File: src/rtl/mips_cpu_mem_arbiter_if.sv
// rtl/mips_cpu_mem_arbiter_if.sv - CPU fetch/data request bus and unified memory bus
// The arbiter takes the slave view; the CPU-plus-memory environment takes the master view.
interface mips_cpu_mem_arbiter_if;
  logic        instr_req;
  logic [31:0] instr_address;
  logic [31:0] instr_readdata;
  logic        instr_valid;
  logic        data_read;
  logic        data_write;
  logic [31:0] data_address;
  logic [31:0] data_writedata;
  logic [31:0] data_readdata;
  logic        data_valid;
  logic        stall;
  logic [31:0] mem_address;
  logic        mem_read;
  logic        mem_write;
  logic [31:0] mem_writedata;
  logic [31:0] mem_readdata;

  modport slave (
    input  instr_req, instr_address, data_read, data_write, data_address, data_writedata,
           mem_readdata,
    output instr_readdata, instr_valid, data_readdata, data_valid, stall,
           mem_address, mem_read, mem_write, mem_writedata
  );

  modport master (
    output instr_req, instr_address, data_read, data_write, data_address, data_writedata,
           mem_readdata,
    input  instr_readdata, instr_valid, data_readdata, data_valid, stall,
           mem_address, mem_read, mem_write, mem_writedata
  );
endinterface

File: src/rtl/mips_cpu_mem_arbiter.sv
// rtl/mips_cpu_mem_arbiter.sv - single-port memory arbiter between CPU fetch and data sides
// Data side wins unless fetch has been passed over STARVE_LIMIT times in a row.
module mips_cpu_mem_arbiter #(
  parameter int          MEM_LATENCY  = 1,
  parameter int          STARVE_LIMIT = 4,
  parameter logic [31:0] RESET_VECTOR = 32'hBFC00000
) (
  input logic                   clk,
  input logic                   reset,
  input logic                   clk_enable,
  mips_cpu_mem_arbiter_if.slave bus
);
  localparam logic [2:0] LAT_LOAD   = 3'(MEM_LATENCY - 1);
  localparam logic [3:0] STARVE_MAX = 4'(STARVE_LIMIT);

  typedef enum logic [2:0] {IDLE, ISSUE_I, ISSUE_D, WAIT_I, WAIT_D, DONE_I, DONE_D} state_t;

  state_t      state, state_nx;
  logic [2:0]  lat_cnt, lat_nx;
  logic [3:0]  starve_cnt, starve_nx;
  logic        op_write, op_write_nx;
  logic [31:0] addr_q, addr_nx;
  logic [31:0] wdata_q, wdata_nx;
  logic [31:0] irdata_q, irdata_nx;
  logic [31:0] drdata_q, drdata_nx;
  logic        data_req, data_wins, instr_valid_w, data_valid_w;

  assign data_req  = bus.data_read | bus.data_write;
  assign data_wins = data_req & (~bus.instr_req | (starve_cnt < STARVE_MAX));

  always_ff @(posedge clk) begin
    if (!reset) begin
      state      <= IDLE;
      lat_cnt    <= '0;
      starve_cnt <= '0;
      op_write   <= 1'b0;
      addr_q     <= RESET_VECTOR;
      wdata_q    <= '0;
      irdata_q   <= '0;
      drdata_q   <= '0;
    end else if (clk_enable) begin
      state      <= state_nx;
      lat_cnt    <= lat_nx;
      starve_cnt <= starve_nx;
      op_write   <= op_write_nx;
      addr_q     <= addr_nx;
      wdata_q    <= wdata_nx;
      irdata_q   <= irdata_nx;
      drdata_q   <= drdata_nx;
    end
  end

  always_comb begin
    state_nx    = state;
    lat_nx      = lat_cnt;
    starve_nx   = starve_cnt;
    op_write_nx = op_write;
    addr_nx     = addr_q;
    wdata_nx    = wdata_q;
    irdata_nx   = irdata_q;
    drdata_nx   = drdata_q;
    case (state)
      IDLE: begin
        // Address and store word are latched at grant so a requester that drops early cannot disturb the access.
        if (data_wins) begin
          state_nx    = ISSUE_D;
          addr_nx     = bus.data_address;
          op_write_nx = bus.data_write;
          if (bus.data_write) wdata_nx = bus.data_writedata;
        end else if (bus.instr_req) begin
          state_nx = ISSUE_I;
          addr_nx  = bus.instr_address;
        end
      end
      ISSUE_I: begin
        lat_nx    = LAT_LOAD;
        starve_nx = '0;
        state_nx  = WAIT_I;
      end
      ISSUE_D: begin
        if (bus.instr_req) starve_nx = (starve_cnt == 4'hF) ? starve_cnt : starve_cnt + 4'd1;
        else               starve_nx = '0;
        lat_nx   = LAT_LOAD;
        state_nx = op_write ? DONE_D : WAIT_D;
      end
      WAIT_I: begin
        if (lat_cnt == 3'd0) begin
          irdata_nx = bus.mem_readdata;
          state_nx  = DONE_I;
        end else begin
          lat_nx = lat_cnt - 3'd1;
        end
      end
      WAIT_D: begin
        if (lat_cnt == 3'd0) begin
          drdata_nx = bus.mem_readdata;
          state_nx  = DONE_D;
        end else begin
          lat_nx = lat_cnt - 3'd1;
        end
      end
      default: state_nx = IDLE;
    endcase
  end

  assign instr_valid_w      = (state == DONE_I);
  assign data_valid_w       = (state == DONE_D);
  assign bus.instr_valid    = instr_valid_w;
  assign bus.data_valid     = data_valid_w;
  assign bus.instr_readdata = irdata_q;
  assign bus.data_readdata  = drdata_q;
  assign bus.mem_read       = (state == ISSUE_I) | ((state == ISSUE_D) & ~op_write);
  assign bus.mem_write      = (state == ISSUE_D) & op_write;
  assign bus.mem_address    = addr_q;
  assign bus.mem_writedata  = wdata_q;
  assign bus.stall          = reset & ((bus.instr_req & ~instr_valid_w) | (data_req & ~data_valid_w));
endmodule
File: src/flat_wrapper.sv
// flat-port wrapper written by rule: the top's interface ports become plain ports
module mips_cpu_mem_arbiter_flat 
#(
  parameter int          MEM_LATENCY  = 1,
  parameter int          STARVE_LIMIT = 4,
  parameter logic [31:0] RESET_VECTOR = 32'hBFC00000
)
  (clk, reset, clk_enable, bus_instr_req, bus_instr_address, bus_data_read, bus_data_write, bus_data_address, bus_data_writedata, bus_mem_readdata, bus_instr_readdata, bus_instr_valid, bus_data_readdata, bus_data_valid, bus_stall, bus_mem_address, bus_mem_read, bus_mem_write, bus_mem_writedata);
  mips_cpu_mem_arbiter_if bus_i ();
  input logic clk;
  input logic reset;
  input logic clk_enable;
  input wire logic [$bits(bus_i.instr_req)-1:0] bus_instr_req;
  input wire logic [$bits(bus_i.instr_address)-1:0] bus_instr_address;
  input wire logic [$bits(bus_i.data_read)-1:0] bus_data_read;
  input wire logic [$bits(bus_i.data_write)-1:0] bus_data_write;
  input wire logic [$bits(bus_i.data_address)-1:0] bus_data_address;
  input wire logic [$bits(bus_i.data_writedata)-1:0] bus_data_writedata;
  input wire logic [$bits(bus_i.mem_readdata)-1:0] bus_mem_readdata;
  output wire logic [$bits(bus_i.instr_readdata)-1:0] bus_instr_readdata;
  output wire logic [$bits(bus_i.instr_valid)-1:0] bus_instr_valid;
  output wire logic [$bits(bus_i.data_readdata)-1:0] bus_data_readdata;
  output wire logic [$bits(bus_i.data_valid)-1:0] bus_data_valid;
  output wire logic [$bits(bus_i.stall)-1:0] bus_stall;
  output wire logic [$bits(bus_i.mem_address)-1:0] bus_mem_address;
  output wire logic [$bits(bus_i.mem_read)-1:0] bus_mem_read;
  output wire logic [$bits(bus_i.mem_write)-1:0] bus_mem_write;
  output wire logic [$bits(bus_i.mem_writedata)-1:0] bus_mem_writedata;
  assign bus_i.instr_req = bus_instr_req;
  assign bus_i.instr_address = bus_instr_address;
  assign bus_i.data_read = bus_data_read;
  assign bus_i.data_write = bus_data_write;
  assign bus_i.data_address = bus_data_address;
  assign bus_i.data_writedata = bus_data_writedata;
  assign bus_i.mem_readdata = bus_mem_readdata;
  assign bus_instr_readdata = bus_i.instr_readdata;
  assign bus_instr_valid = bus_i.instr_valid;
  assign bus_data_readdata = bus_i.data_readdata;
  assign bus_data_valid = bus_i.data_valid;
  assign bus_stall = bus_i.stall;
  assign bus_mem_address = bus_i.mem_address;
  assign bus_mem_read = bus_i.mem_read;
  assign bus_mem_write = bus_i.mem_write;
  assign bus_mem_writedata = bus_i.mem_writedata;
  mips_cpu_mem_arbiter #(.MEM_LATENCY(MEM_LATENCY), .STARVE_LIMIT(STARVE_LIMIT), .RESET_VECTOR(RESET_VECTOR)) u_core (.clk(clk), .reset(reset), .clk_enable(clk_enable), .bus(bus_i));
endmodule
File: config.mk
export PLATFORM = sky130hd
export DESIGN_NAME = mips_cpu_mem_arbiter_flat
export DESIGN_NICKNAME = d
export VERILOG_FILES = /design/src/rtl/mips_cpu_mem_arbiter_if.sv /design/src/rtl/mips_cpu_mem_arbiter.sv /design/src/flat_wrapper.sv
export SDC_FILE = /design/constraint.sdc
export NUM_CORES = 1
export LEC_CHECK = 0
export CAP_MARGIN = 20
export CORE_AREA = 2 2 103 105
export CTS_BUF_LIST = sky130_fd_sc_hd__clkbuf_8
export CTS_CLUSTER_SIZE = 25
export DETAILED_ROUTE_END_ITERATION = 10
export DIE_AREA = 0 0 105 107
export DONT_BUFFER_PORTS = 1
export PLACE_DENSITY = 0.73
export RECOVER_POWER = 25
export SYNTH_ARGS = -nofsm -noshare
export SYNTH_HDL_FRONTEND = slang
export SYNTH_SLANG_ARGS = --single-unit
File: constraint.sdc
create_clock -name clk -period 1.75 [get_ports clk]
set_input_delay 0.525 -clock clk [delete_from_list [all_inputs] [get_ports clk]]
set_output_delay 0.525 -clock clk [all_outputs]
set_load 0.02 [all_outputs]
==> metrics.md <==
| Metric | Value |
|---|---|
| Status | `finished, violations left` |
| Failing checks | `negative setup slack` |
| Final Power | `7.230 mW` |
| Reg-to-Reg Start | `u_core.state[0]$_SDFFE_PN0P_` |
| Tcrit/Tclk final | `1.096` |
| Peak supply drop | `0.0006876 V` |
| Grt total ovfl | `0` |
| Required time worst endpoint | `1.22 ns` |
| Longest Clk Path Bufs | `2` |
| Fin. max-slew vios | `0` |
| Clock latency on the worst-skew pair | `0.43 ns` |
| Syn nets | `811` |
| Largest family of logic cells by synthesized area | `simple AND/OR/NAND/NOR gates` |
| Largest net degree at the start of global routing | `96` |
| R2r worst-path depth | `6` |
| Max cap viols | `0` |
| Syn-to-layout area delta | `15.03%` |
| Placed insts | `773` |
| Nets | `805` |
| Final Hold Viols | `0` |
| Htree depth | `4` |
| Avg Inst Size Synth | `8.265 µm²` |
| Tmin final | `around 1.9 ns` |
| Final instance count without filler cells | `816` |
| Leakage Power | `2.307 nW` |
| Placeable Area | `10090 µm²` |
| End of the critical path | `bus_stall` |
| Internal Power | `5.358 mW` |
| Root Driver | `clkbuf_8` |
| Clock net sink count | `between 100 and 150` |
| First-pass GRT wire length | `between 20000 and 25000 µm` |
| DR vias/cell | `5.751` |
| Synth Register Bits | `between 100 and 150` |
| DR WL/cell | `17.41 µm` |
| R2R Setup Slk | `0.07 ns` |
| Hold buffer count at cts | `0` |
| Post-DP HPWL | `~9700 µm` |
| Cts bufs inserted | `17` |
| TritonCTS clock tree | `built` |
| CP startpoint kind | `flip-flop` |
| Pwr/cell area | `1128 nW/µm²` |
| IO Pins | `267` |
| Detailed router's first-iteration violation count | `303` |
| Port Buffer Count | `0` |
| # diodes | `0` |
| Routed WL | `14210 µm` |
| Sw frac | `0.2589` |
| Initial core utilization | `0.5519` |
| CP Max Fanout | `2` |
| Yosys cell types | `48` |
| Final setup violation count | `5` |
| Critical Path AT | `around 1.4 ns` |
| RSZ-0062 raised after global routing | `true` |
| Seq pwr share | `0.501` |
| Reg-to-Reg End | `u_core.lat_cnt[2]$_SDFFE_PN0P_` |
| Post-Synth XOR/XNOR Area | `0.002920` |
| Syn Inst Count | `674` |
| Net switching power | `1.872 mW` |
| Die Ht | `107 µm` |
| Vias in the first global route | `4460` |
| Die Area | `11240 µm²` |
| Compound-Gate Fraction of Synth Area | `0.1732` |
| First-pass detailed-route iteration total | `8` |
| Actual slew at the worst max-slew pin | `between 0.3 and 0.4 ns` |
| Layout cell share with drive strength beyond 1 | `0.1324` |
| Clock power share | `0.410` |
| Residual DRC | `0` |
| Synth Area in Adders | `0.006739` |
| Worst Skew | `a little over 0.006 ns` |
| Syn. warnings | `0` |
| Max Fclk | `521.3 MHz` |
| Final ANT Viol Nets | `0` |
| Clock transition at path regs | `around 0.070 ns` |
| RD Place Congestion | `0.8119` |
| Critical Path Sink Type | `output port` |
| Setup crit start | `u_core.state[2]$_SDFFE_PN0P_` |
| Final WS setup | `-0.1683 ns` |
| Initial antenna violation count | `0` |
| Logic gate share of total power | `0.089` |
| Synth Area in Simple Gates | `0.2037` |
| Synthesized area | `5570 µm²` |
| DR vias | `4693` |
| Row count | `37` |
| WS Path Type | `flip-flop to output port` |
| Proportion of synthesized area in mux cells | `0.06132` |
| Sequential share of the synthesized area | `0.4996` |
| Max-slew headroom | `0.7845` |
| GR Util All Layers | `0.2402` |
| Final core area utilization | `0.6349` |
| Worst hold path type | `primary input to flip-flop` |
| Die X | `between 100 and 150 µm` |
==> worst min path at each step <==
stage	slack, ns	end	from	cells after the start
finish	0.22	u_core.bus.mem_writedata[13]$_SDFFE_PN0P_	bus_data_writedata[13]	2
global route	0.19	u_core.bus.instr_readdata[26]$_SDFFE_PN0P_	bus_mem_readdata[26]	2
CTS	0.19	u_core.bus.mem_writedata[13]$_SDFFE_PN0P_	bus_data_writedata[13]	2
detailed placement	0.49	u_core.starve_cnt[1]$_SDFFE_PN0P_	u_core.starve_cnt[1]$_SDFFE_PN0P_	2
global placement	0.48	u_core.lat_cnt[1]$_SDFFE_PN0P_	u_core.lat_cnt[1]$_SDFFE_PN0P_	1
floorplan	0.46	u_core.lat_cnt[2]$_SDFFE_PN0P_	u_core.lat_cnt[2]$_SDFFE_PN0P_	2
==> layout by cell type, fill, tap and decap left out, types with 5 or more instances in the layout <==
cell type | synthesis | routed
a21oi_1 | 104 | 103
buf_12 | 0 | 8
buf_4 | 7 | 16
buf_6 | 1 | 6
bufinv_16 | 0 | 5
clkbuf_8 | 0 | 19
dfxtp_1 | 139 | 136
inv_1 | 6 | 6
mux2i_1 | 33 | 33
nand2_1 | 168 | 167
nand3_1 | 36 | 36
nor2_1 | 7 | 5
nor3_1 | 11 | 11
o21ai_0 | 18 | 18
o21ai_1 | 45 | 45
==> cell families (layout without fill, tap and decap cells) <==
group                    Yosys count  after routing
flip-flops                       139            139
XOR/XNOR                           1              1
AND/OR/NAND/NOR                  252            252
buffers and inverters             62             68
adder cells (fa/ha/maj)            3              3
AO/OA/AOI/OAI                    183            183
multiplexers                      34             34
==> metrics by stage <==
step | area (µm²) | TNS (ns) | setup WS (ns) | hold WS [ns]
final | 6407 | -0.4957 | -0.1683 | 0.2183
after global routing | 6407 | -0.8626 | -0.2489 | 0.1877
after CTS | 6269 | -0.6903 | -0.2085 | 0.1907
after detailed placement | 5713 | -0.2858 | -0.05407 | 0.4923
after global placement | 5713 | 0 | 0.09390 | 0.4779
after floorplan | 5575 | 0 | 0.03337 | 0.4622
==> layout make-up <==
cell class	instances	area, µm²
Clock buffer	19	261.5
Tap cell	136	170.2
Inverter	6	22.52
Timing Repair Buffer	31	372.9
Sequential cell	139	2789
Multi-Input combinational cell	473	2594
Clock inverter	12	197.7
Fill cell	860	3685
==> power by group through the flow <==
stage | Sequential [mW] | Combinational [mW] | Clock (mW)
after floorplan | 3.65 | 0.493 | 0
after global placement | 3.69 | 0.542 | 0
after detailed placement | 3.69 | 0.571 | 0
after CTS | 3.62 | 0.594 | 3.02
after global routing | 3.64 | 0.716 | 3.16
final | 3.62 | 0.644 | 2.97
==> synth_stat cells, drive strengths merged <==
cell type  instances  area share
nand2            168        0.11
dfxtp            139        0.50
a21oi            104       0.093
o21ai             64       0.058
nand3             36       0.032
mux2i             33       0.059
buf               32       0.032
clkbuf            24       0.016
nor3              13       0.013
nor2               8      0.0067
inv                6      0.0040
nor2b              5      0.0061
and3               4      0.0045
a211oi             3      0.0040
ha                 3      0.0067
nand4              3      0.0034
a211o              2      0.0031
and2               2      0.0027
and4               2      0.0031
nand2b             2      0.0022
nand4b             2      0.0031
nor3b              2      0.0047
o211ai             2      0.0027
o22ai              2      0.0022
a21boi             1      0.0013
a221oi             1      0.0016
a22oi              1      0.0013
a2bb2oi            1      0.0016
a32o               1      0.0018
and3b              1      0.0016
and4bb             1      0.0022
mux2               1      0.0020
nand3b             1      0.0013
o211a              1      0.0018
or3                1      0.0011
or4b               1      0.0018
xor2               1      0.0029
==> what timing repair did <==
action | 4_1_cts | 5_1_grt
endpoints found under the setup margin | 37 | 43
pin swaps | 4 | 10
gates resized for setup | 19 | 16
buffers inserted | 5 | 6
gates cloned | 0 | 1
==> sequential cells by signal, indices dropped and copies added, names as in the netlist <==
signal,cells
u_core.lat_cnt,3
u_core.bus.mem_writedata,32
u_core.bus.instr_readdata,32
u_core.op_write,1
u_core.bus.data_readdata,32
u_core.starve_cnt,4
u_core.bus.mem_address,32
u_core.state,3
==> critical path: stages, from the launching register on <==
cell and delay [ns]:
dfxtp_2 0.33, nor2b_4 0.12, and2_4 0.17, a2bb2oi_4 0.18, nor2_4 0.17
==> per-layer routing <==
metal	part of all wire	global-route usage
met3	0.088	0.09240
met2	0.53	0.4402
met1	0.36	0.2482
met4	0.015	0.08952
met5	0	0
Power figures use the tool's default switching activity.
